$ cat src/rtl/instr_fetch_unit.sv
// Instruction fetch stage: owns the PC, issues one outstanding request at a time to
// instruction memory, and presents each fetched instruction under a valid/ready handshake.
module instr_fetch_unit #(
  parameter int              PC_W     = 8,
  parameter int              INSTR_W  = 8,
  parameter logic [PC_W-1:0] RESET_PC = '0
) (
  input  logic               clk,
  input  logic               rst_n,
  output logic               imem_req,
  output logic [PC_W-1:0]    imem_addr,
  input  logic               imem_ack,
  input  logic [INSTR_W-1:0] imem_rdata,
  output logic [INSTR_W-1:0] instr,
  output logic [PC_W-1:0]    instr_pc,
  output logic               instr_valid,
  input  logic               instr_ready,
  input  logic               redirect,
  input  logic [PC_W-1:0]    redirect_pc
);

  typedef enum logic [1:0] {
    IDLE  = 2'd0,
    FETCH = 2'd1,
    HOLD  = 2'd2,
    DRAIN = 2'd3
  } state_t;

  state_t            state, state_nxt;
  logic [PC_W-1:0]   fetch_pc, fetch_pc_nxt;
  logic [PC_W-1:0]   addr_q;
  logic              load_instr;
  logic              drop_valid;

  // NOTE: sequential state uses non-blocking assignments so every flop samples
  // pre-edge values regardless of the order in which always blocks evaluate.
  always_ff @(posedge clk or negedge rst_n) begin
    if (!rst_n) state <= IDLE;
    else        state <= state_nxt;
  end

  // NOTE: every signal driven here gets a default first, so no path can leave
  // it unassigned and infer a latch.
  always_comb begin
    state_nxt    = state;
    fetch_pc_nxt = fetch_pc;
    load_instr   = 1'b0;
    drop_valid   = 1'b0;
    unique case (state)
      IDLE: begin
        state_nxt = FETCH;
        if (redirect) fetch_pc_nxt = redirect_pc;
      end
      FETCH: begin
        if (redirect) begin
          // Without an ack the request cannot be withdrawn; park the target and drain.
          fetch_pc_nxt = redirect_pc;
          state_nxt    = imem_ack ? FETCH : DRAIN;
        end else if (imem_ack) begin
          load_instr   = 1'b1;
          fetch_pc_nxt = fetch_pc + PC_W'(1);
          state_nxt    = HOLD;
        end
      end
      HOLD: begin
        if (redirect) begin
          drop_valid   = 1'b1;
          fetch_pc_nxt = redirect_pc;
          state_nxt    = FETCH;
        end else if (instr_ready) begin
          drop_valid = 1'b1;
          state_nxt  = FETCH;
        end
      end
      DRAIN: begin
        if (redirect) fetch_pc_nxt = redirect_pc;
        if (imem_ack) state_nxt = FETCH;
      end
      default: state_nxt = IDLE;
    endcase
  end

  always_comb begin
    imem_req  = (state == FETCH) || (state == DRAIN);
    imem_addr = addr_q;
  end

  // addr_q tracks fetch_pc except while draining, where it keeps the address in flight.
  always_ff @(posedge clk or negedge rst_n) begin
    if (!rst_n) begin
      fetch_pc    <= RESET_PC;
      addr_q      <= RESET_PC;
      instr       <= '0;
      instr_pc    <= RESET_PC;
      instr_valid <= 1'b0;
    end else begin
      fetch_pc <= fetch_pc_nxt;
      if (state_nxt != DRAIN) addr_q <= fetch_pc_nxt;
      if (load_instr) begin
        instr       <= imem_rdata;
        instr_pc    <= addr_q;
        instr_valid <= 1'b1;
      end else if (drop_valid) begin
        instr_valid <= 1'b0;
      end
    end
  end

endmodule
$ cat config.mk
export PLATFORM = sky130hd
export DESIGN_NAME = instr_fetch_unit
export DESIGN_NICKNAME = d
export VERILOG_FILES = /design/src/rtl/instr_fetch_unit.sv
export SDC_FILE = /design/constraint.sdc
export NUM_CORES = 1
export LEC_CHECK = 0
export BUFFER_PORTS_ARGS = -buffer_cell sky130_fd_sc_hd__buf_2
export CAP_MARGIN = 20
export CORE_ASPECT_RATIO = 2
export CORE_MARGIN = 4
export CORE_UTILIZATION = 49
export DETAILED_ROUTE_END_ITERATION = 8
export GPL_TIMING_DRIVEN = 0
export PLACE_DENSITY = 0.81
export SYNTH_ARGS = -nofsm -noshare
export SYNTH_HDL_FRONTEND = slang
export SYNTH_SLANG_ARGS = --single-unit
$ cat constraint.sdc
create_clock -name clk -period 2 [get_ports clk]
set_input_delay 0.4 -clock clk [delete_from_list [all_inputs] [get_ports clk]]
set_output_delay 0.4 -clock clk [all_outputs]
set_load 0.03 [all_outputs]
# Word level (Yosys, flattened, before mapping)
# Index checks and enable logic that the tools add are counted.
dict set report word_totals {
  regBits 35
  input_bits 21
  out_inout_bits 26
  wordCells 34
}
dict set report classes {
  add_sub_neg 1
  eq_ne 4
  n_mux 19
  reduce_logical 4
}
# op n
set ops {}
lappend ops {{$mux 8} 3}
lappend ops {{$pmux 8 s2} 1}
lappend ops {{$mux 2} 6}
lappend ops {{$add 8x1->8 const B} 1}
lappend ops {{$mux 1} 8}
lappend ops {{$pmux 2 s4} 1}
lappend ops {{$eq 2x2->1 const B} 2}
lappend ops {{$reduce_or 3->1} 1}
lappend ops {{$eq 2x1->1 const B} 1}
lappend ops {{$logic_not 2->1} 1}
lappend ops {{$ne 2x2->1 const B} 1}
lappend ops {{$reduce_bool 2->1} 1}
lappend ops {{$logic_or 1x1->1} 1}

# Depth between registers and ports, before layout
# Gate-level depths: netlist (run 1).
dict set report logic_depth {
  depth_word 5
  ltp_mapped 5
  mapped_depth_nobuf 5
}

# Worst setup path after synthesis (run 1)
# OpenSTA, ideal clock, no wires.
dict set report synth_path {
  path_kind {register to register}
  start {register state[1]}
  end {register addr_q[1] (netlist: imem_addr[1])}
  setup_time_ps 125
  arrival_time_ps 1469
  required_ps 1875
  setup_slack_ps 406
  stages_incl_launch_ff 5
  n_path_buf 0
  period_less_slack_ps 1594
  cell_sequence {dfrtp_1 > nand3b_2 > mux2_4 > mux2_4 > mux2_4}
}
dict set report synth_between {
  elab_cells_between_ends 13
  cone_classes {4 x eq/ne; 7 x mux; 2 x reduce/logical}
}
# element line_no
set synth_rtl {}
lappend synth_rtl {{start, declared} 29} ;# state_t state, state_nxt;
lappend synth_rtl {{start signal, assigned} 39} ;# else state <= state_nxt;
lappend synth_rtl {{$eq 2x2->1 / $logic_not 2->1 (equally long branches)} 49} ;# unique case (state)
lappend synth_rtl {{$reduce_or 3->1 (no line)} -}
lappend synth_rtl {{$pmux 8 s2 (*)} 49}
lappend synth_rtl {{named net fetch_pc_nxt[1]} 30} ;# logic [PC_W-1:0] fetch_pc, fetch_pc_nxt;
lappend synth_rtl {{end signal, assigned} 98} ;# if (state_nxt != DRAIN) addr_q <= fetch_pc_nxt;
lappend synth_rtl {{end, declared} 31} ;# logic [PC_W-1:0] addr_q;
# Mark *: on every way through the listed nets, which the timed path passes. The rest lies on a longest branch.
# A chain may end at the register's enable or synchronous reset.

# Worst setup path after layout (run 1)
# Ends and elaborated chain as after synthesis.

==> results.md, run 1 <==
* Reg-to-Reg Start: state[1]
* YS warnings at 0
* Via Count at just over 1000
* Total grt overflow at 0
* Unique masters post-synth at 26
* Clock Tree Buf Depth at 2
* Mean area per synthesized cell at ~15 um^2
* Worst EP required at 2.17 ns
* Status: complete, no violations
* Ant. Diodes at 0
* GP Congestion at between 0.8 and 0.9
* I/O pins at 47
* Switching share of power at roughly 35%
* H-tree Lvls at 2
* Die Span Y at 86.0 um
* Min cycle time layout at around 1.7 ns
* R2R depth at 4
* Post-Layout Inst Area at 0.00188 mm^2
* Cell Int Power at roughly 0.0016 W
* Fill count at between 200 and 250
* Worst hold path class: primary input to async pin
* Total track usage at 16.6%
* Clk pin slew, worst setup/hold paths at ~0.070 ns
* Remaining DRCs at 0
* Setup violators final at 0
* Pwr Density at approximately 1300 mW/mm^2
* Non-Filler Instances at 186
* Routed Antenna Nets at 0
* CTS resizes at 0
* CTS Buf Count at 5
* Crit end category: flip-flop
* Clock tree sinks at 35
* Placed Area at 0.00176 mm^2
* Yosys reg bits at 35
* Largest net degree at the start of global routing at 36
* Seq/Total Area, Yosys at around three fifths
* Reg2reg end: imem_addr[1]
* Setup repair after global routing missed its margin: no
* Hold_buf cts at 0
* Fmax at between 0.5 and 0.6 GHz
* Final period util at between 80 and 90%
* Final Hold Fails at 0
* Net Count, Synth at about 120
* Initial Utilization at just over 50%
* Final Util at around 64%
* Setup tns final at 0 ns
* Rows at 28
* Worst R2R Setup Slack at 0.32 ns
* DR vias/cell at 5.46
* Vias in the first global route at 1074
* P_sw at 0.000833 W
* Relative slew margins at 50.1%
* Area occupied by registers at 876 um^2
* Reg power frac at between 40% and 50%
* CTS root buf: clkbuf_8
* Measured slew at the worst slew-check pin at around 0.75 ns
* Avg WL per Cell at around 15 um
* Clock power frac at around a quarter
* Area used by multi-input combinational logic at slightly below 600 um^2
* # nets final at around 180
* Initial drt markers at 14
* Final WL at 2870 um
* Worst skew pair latency at around 0.28 ns
* Ratio of cells with drive above 1 in the final layout at 50.6%
* First-pass GRT wire length at 4750 um
* Peak supply drop at slightly above 800 uV
* Inst Count DP at around 180
* Crit path from: state[1]
* Crit Path Max Fanout at 7
* CORE AREA at a little under 0.003 mm^2
* Leak at 0.928 nW
* Combinational share of power at roughly a third
* CP arrival at about 1.9 ns
* I/O Buffers at 46
* Hpwl dp at between 2000 and 2500 um
* Die area at roughly 0.0040 mm^2
* Crit path kind: flip-flop to flip-flop
* Skew final at 0.00539 ns
* Maxcap violations at 0
* Area Growth Syn to Fin at 25.8%
* CTS tree: yes
* Synthesized cell area at ~0.0015 mm^2
* Slew Limit Fails at 0
* Syn Inst Count at just over 100
* Post-CTS setup buffers at 0
* Initial antenna violation count at 0
* Worst Setup Start Kind: flip-flop
* Die width at between 40 and 50 um
* Drt pass-1 iters at 3
-- state kept, by name (all words and copies together), names as in the netlist --
name / cells
fetch_pc: 8
imem_addr: 8
instr: 8
instr_pc: 8
state: 2
instr_valid: 1
-- layout by cell type (no fill, tap or decap) --
cell       count
nand4b_1       1
clkbuf_8       6
ha_1           1
nor3_1         1
mux2_4         3
clkinv_2       1
bufinv_16      1
o21ai_0        2
xor2_1         1
a21o_2         1
and3_1         2
nor2_1         1
inv_1          1
buf_6          1
nand2_1        5
nand4_1        4
clkbuf_1       1
mux2_2        15
o21ai_1        1
buf_2         48
and2_1         1
dfrtp_1       35
mux2_1         9
mux2i_1        9
o211ai_2       1
a22oi_1        1
and4bb_4       1
nand3b_2       1
xnor2_1        1
-- how the worst max path moves through the flow --
| stage | to | slack, ns | cells past startpoint |
|---|---|---|---|
| final | imem_addr[1] | 0.32 | 4 |
| after global routing | instr_pc[7] | 0.27 | 4 |
| after CTS | instr_pc[7] | 0.32 | 4 |
| after detailed placement | instr_pc[7] | 0.20 | 5 |
| after global placement | instr_pc[7] | 0.24 | 5 |
| after floorplan | imem_addr[1] | 0.41 | 4 |
-- Yosys cell counts --
cell       n  area, um^2
dfrtp_1   35         876
mux2_2    15         169
mux2_1     9         101
mux2i_1    9        90.1
nand2_1    5        18.8
nand4_1    4        25.0
mux2_4     3        45.0
and3_1     2        12.5
buf_2      2        10.0
o21ai_0    2        10.0
a21o_2     1        8.76
a22oi_1    1        7.51
and2_1     1        6.26
and4bb_4   1        16.3
buf_6      1        11.3
clkbuf_1   1        3.75
ha_1       1        12.5
inv_1      1        3.75
nand3b_2   1        11.3
nand4b_1   1        8.76
nor2_1     1        3.75
nor3_1     1        5.00
o211ai_2   1        12.5
o21ai_1    1        5.00
xnor2_1    1        8.76
xor2_1     1        8.76
-- power by group through the flow --
| stage | Clock (W) | Sequential [W] | Combinational (W) |
|---|---|---|---|
| floorplan | 0 | 0.00130 | 0.000230 |
| global placement | 0 | 0.000989 | 0.000769 |
| detailed placement | 0 | 0.00101 | 0.000786 |
| CTS | 0.000662 | 0.000994 | 0.000787 |
| global route | 0.000695 | 0.00102 | 0.000826 |
| finish | 0.000637 | 0.000993 | 0.000774 |
-- layout make-up --
class | instances | share of cell area [%]
sequential | 35 | 46.7
multi-input combinational | 62 | 31.3
timing repair buffer | 46 | 12.3
clock buffer | 6 | 4.40
tap | 30 | 2.00
clock inverter | 2 | 1.87
buffer | 4 | 1.33
inverter | 1 | 0.200
-- metal layers --
layer | share of wire [%] | track usage [%]
met2 | 54 | 28.4
met5 | 0 | 0
met1 | 36 | 17.2
met4 | 2.4 | 8.31
met3 | 7.2 | 4.62
-- metrics by stage --
step                      hold WS [ns]  setup WS (ns)  power, W
after detailed placement         0.474          0.201   0.00179
after floorplan                  0.104          0.406   0.00153
after global routing             0.224          0.269   0.00254
final                            0.185          0.324   0.00240
after CTS                        0.203          0.318   0.00244
after global placement           0.452          0.236   0.00176
-- cells by family after synthesis --
group,after synthesis,synth area share [%]
flops,35,58.7
simple gates,17,7.21
xor+xnor,2,1.17
fa+ha+maj,1,0.839
buf+inv,5,1.93
mux,36,27.2
compound gates,6,2.94
-- worst max-delay path, stage by stage (launching register included) --
cell      delay, ns
dfrtp_1        0.44
nand3b_2       0.28
mux2_4         0.32
mux2_4         0.27
mux2_4         0.25
Power figures use the tool's default switching activity.
==> run 2: changes to the inputs <==
Settings changed: ABC_AREA set to 1, CORE_UTILIZATION 49 to 50, PLACE_DENSITY 0.81 to 0.82.
Clock period 2 ns to 1.7 ns, I/O delays scaled along.
==> run 2 against run 1 <==
- worst setup slack worse by 0.047 ns
- via count increased by 35%
- wire length is 22% higher
- synthesized cell count increased by 87%
- critical endpoint is now imem_req
==> results.md, run 2 <==
* Mean area per synthesized cell at 8.41 um^2
* Peak supply drop at about 800 uV
* Ant. Diodes at 0
* CP max-delay cell: dfrtp_1
* Drt pass-1 iters at 4
* GP Congestion at between 0.8 and 0.9
* I/O Buffers at 46
* Die area at between 0.004 and 0.005 mm^2
* R2R depth at 8
* Rows at 28
* Worst setup path end: imem_req
* Non-Filler Instances at 275
* CTS resizes at 0
* Final WL at ~3500 um
* CTS root buf: clkbuf_8
* Measured slew at the worst slew-check pin at 0.767 ns
* CP arrival at 1.08 ns
* Crit path kind: flip-flop to primary output
* Post-synth top cells: nand2_1 (86), dfrtp_1 (35), inv_1 (15)
* WP depth at 2
* Inst Count DP at about 270
* Pwr Density at roughly 1400 mW/mm^2
* Crit Path Max Fanout at 6
* Yosys reg bits at 35
* Worst path bufs/invs at 2
* Most frequent CP cell: buf_2
* Final Hold Fails at 0
* Clock Tree Buf Depth at 2
* DR vias/cell at roughly 5.0
* I/O pins at between 40 and 50
* Total grt overflow at 0
* # nets final at between 200 and 300
* Total track usage at between 10% and 20%
* Top cells by area, synth: dfrtp_1 (55%), nand2_1 (20%), inv_1 (3.5%)
* Initial drt markers at 33
* CTS Buf Count at 5
* Slew Limit Fails at 0
* Area Growth Syn to Fin at 24.0%
* Reg-to-Reg Start: state[1]
* Synthesized cell area at ~0.0016 mm^2
* Number of synthesized flops with an enable pin at 0
* CP Cell Sequence: buf_2 -> buf_2
* Commonest cells after routing, fill and taps aside: nand2_1 (86), buf_2 (47), dfrtp_1 (35), inv_1 (15), nand3_1 (10)
* Most common cell after layout, fill and taps aside: nand2_1
* Crit path from: state[0]
* Avg WL per Cell at 12.7 um
* Hold_buf cts at 0
* Hpwl dp at between 2000 and 3000 um
* Maxcap violations at 0
* Relative slew margins at between 40% and 50%
* CORE AREA at 0.00301 mm^2
* Initial Utilization at about 53%
* Vias in the first global route at 1255
* Most common flop cell mapped by yosys: dfrtp_1
* Net Count, Synth at between 200 and 250
* Unique masters post-synth at 23
* Setup repair after global routing missed its margin: no
* Fraction of registers with async set/reset at 100%
* Seq/Total Area, Yosys at between 50% and 60%
* H-tree Lvls at 2
* Syn Inst Count at 191
* First-pass GRT wire length at 5530 um
* Worst skew pair latency at about 0.29 ns
* CTS tree: yes
* Die width at about 48 um
* Largest net degree at the start of global routing at 36
* Setup violators final at 0
* Worst R2R Setup Slack at ~0.34 ns
* Die Span Y at around 88 um
* Final period util at 83.7%
* YS warnings at 0
* Crit end category: primary output
* Worst Setup Start Kind: flip-flop
* Reg2reg end: imem_addr[6]
* Setup tns final at 0 ns
* Min cycle time layout at 1.42 ns
* Leak at ~1.1 nW
* Fmax at roughly 0.70 GHz
* Pwr Total at 0.00270 W
* Top cell type's share of synthesized area at between 50% and 60%
* Ratio of cells with drive above 1 in the final layout at around 29%
* Post-synth top area cell: dfrtp_1
* CP peak stage delay at approximately 0.47 ns
* CP top delay family: flip-flops
* Clk pin slew, worst setup/hold paths at about 0.07 ns
* Clock tree sinks at 35
* Status: complete, no violations
* Post-CTS setup buffers at 0
* Worst hold path class: primary input to async pin
* Via Count at approximately 1400
* Initial antenna violation count at 0
* Worst EP required at 1.36 ns
* Skew final at around 0.0053 ns
* Remaining DRCs at 0
* Routed Antenna Nets at 0
* Count leader, synth: nand2_1
run 2: cell types whose count changed after synthesis, moves of 6 or more:
cell / previous run / this run
inv_1: 1 / 15
mux2_1: 9 / 0
mux2_2: 15 / 0
mux2i_1: 9 / 1
nand2_1: 5 / 86
nand3_1: 0 / 10
o21ai_0: 2 / 8
run 2: per-stage QoR:
stage	util (%)	area [um^2]	hold WS (ns)	setup WS, ns
after floorplan	-	1610	0.0444	0.556
after global placement	62.2	1870	0.449	0.352
after detailed placement	62.2	1870	0.446	0.314
after CTS	66.1	1990	0.145	0.267
after global routing	66.1	1990	0.189	0.208
final	66.1	1990	0.117	0.277
run 2: cell type report:
class | instances | area (um^2)
fillers | 262 | 1020
multi-input cells | 133 | 618
inverters | 18 | 70.1
repair buffers | 46 | 230
clock buffers | 6 | 82.6
plain buffers | 5 | 42.5
well taps | 30 | 37.5
clock inverters | 2 | 35.0
flip-flops and latches | 35 | 876
run 2: routing by layer:
metal,wire length [um],vias up,GRT usage [%]
met2,1920,43,31.1
li1,-,701,-
met1,1270,625,19.8
met5,0,-,0
met3,232,6,5.97
met4,76,0,9.07
run 2: report_power, final:
part | switching [W] | internal [W]
clock | 0.000292 | 0.000474
combinational | 0.000576 | 0.000242
sequential | 0.000111 | 0.00101
total | 0.000978 | 0.00172
run 2: worst min path at each step:
stage          start            to  slack (ns)  depth (start not counted)
6_report       rst_n   fetch_pc[1]        0.12                          1
3_3_place_gp   rst_n  imem_addr[0]        0.45                          1
2_1_floorplan  rst_n   fetch_pc[0]        0.04                          0
5_1_grt        rst_n   instr_pc[1]        0.19                          1
4_1_cts        rst_n   fetch_pc[1]        0.15                          1
3_5_place_dp   rst_n   fetch_pc[1]        0.45                          1
run 2: worst register-to-register path, delay by kind of cell, from the launching register on:
kind | cells | cell delay, ns
buffers and inverters | 1 | 0.16
AND/OR/NAND/NOR | 7 | 0.66
flip-flops | 1 | 0.44
run 2: kinds of logic (layout without fill, tap and decap cells):
family / Yosys count / after routing / share of synthesized area, %
and+or+nand+nor: 116 / 116 / 32.2
muxes: 1 / 1 / 0.623
AOI/OAI and AO/OA: 15 / 15 / 4.91
DFF: 35 / 35 / 54.5
buffers and inverters: 23 / 77 / 7.01
adders and majority gates: 1 / 1 / 0.779
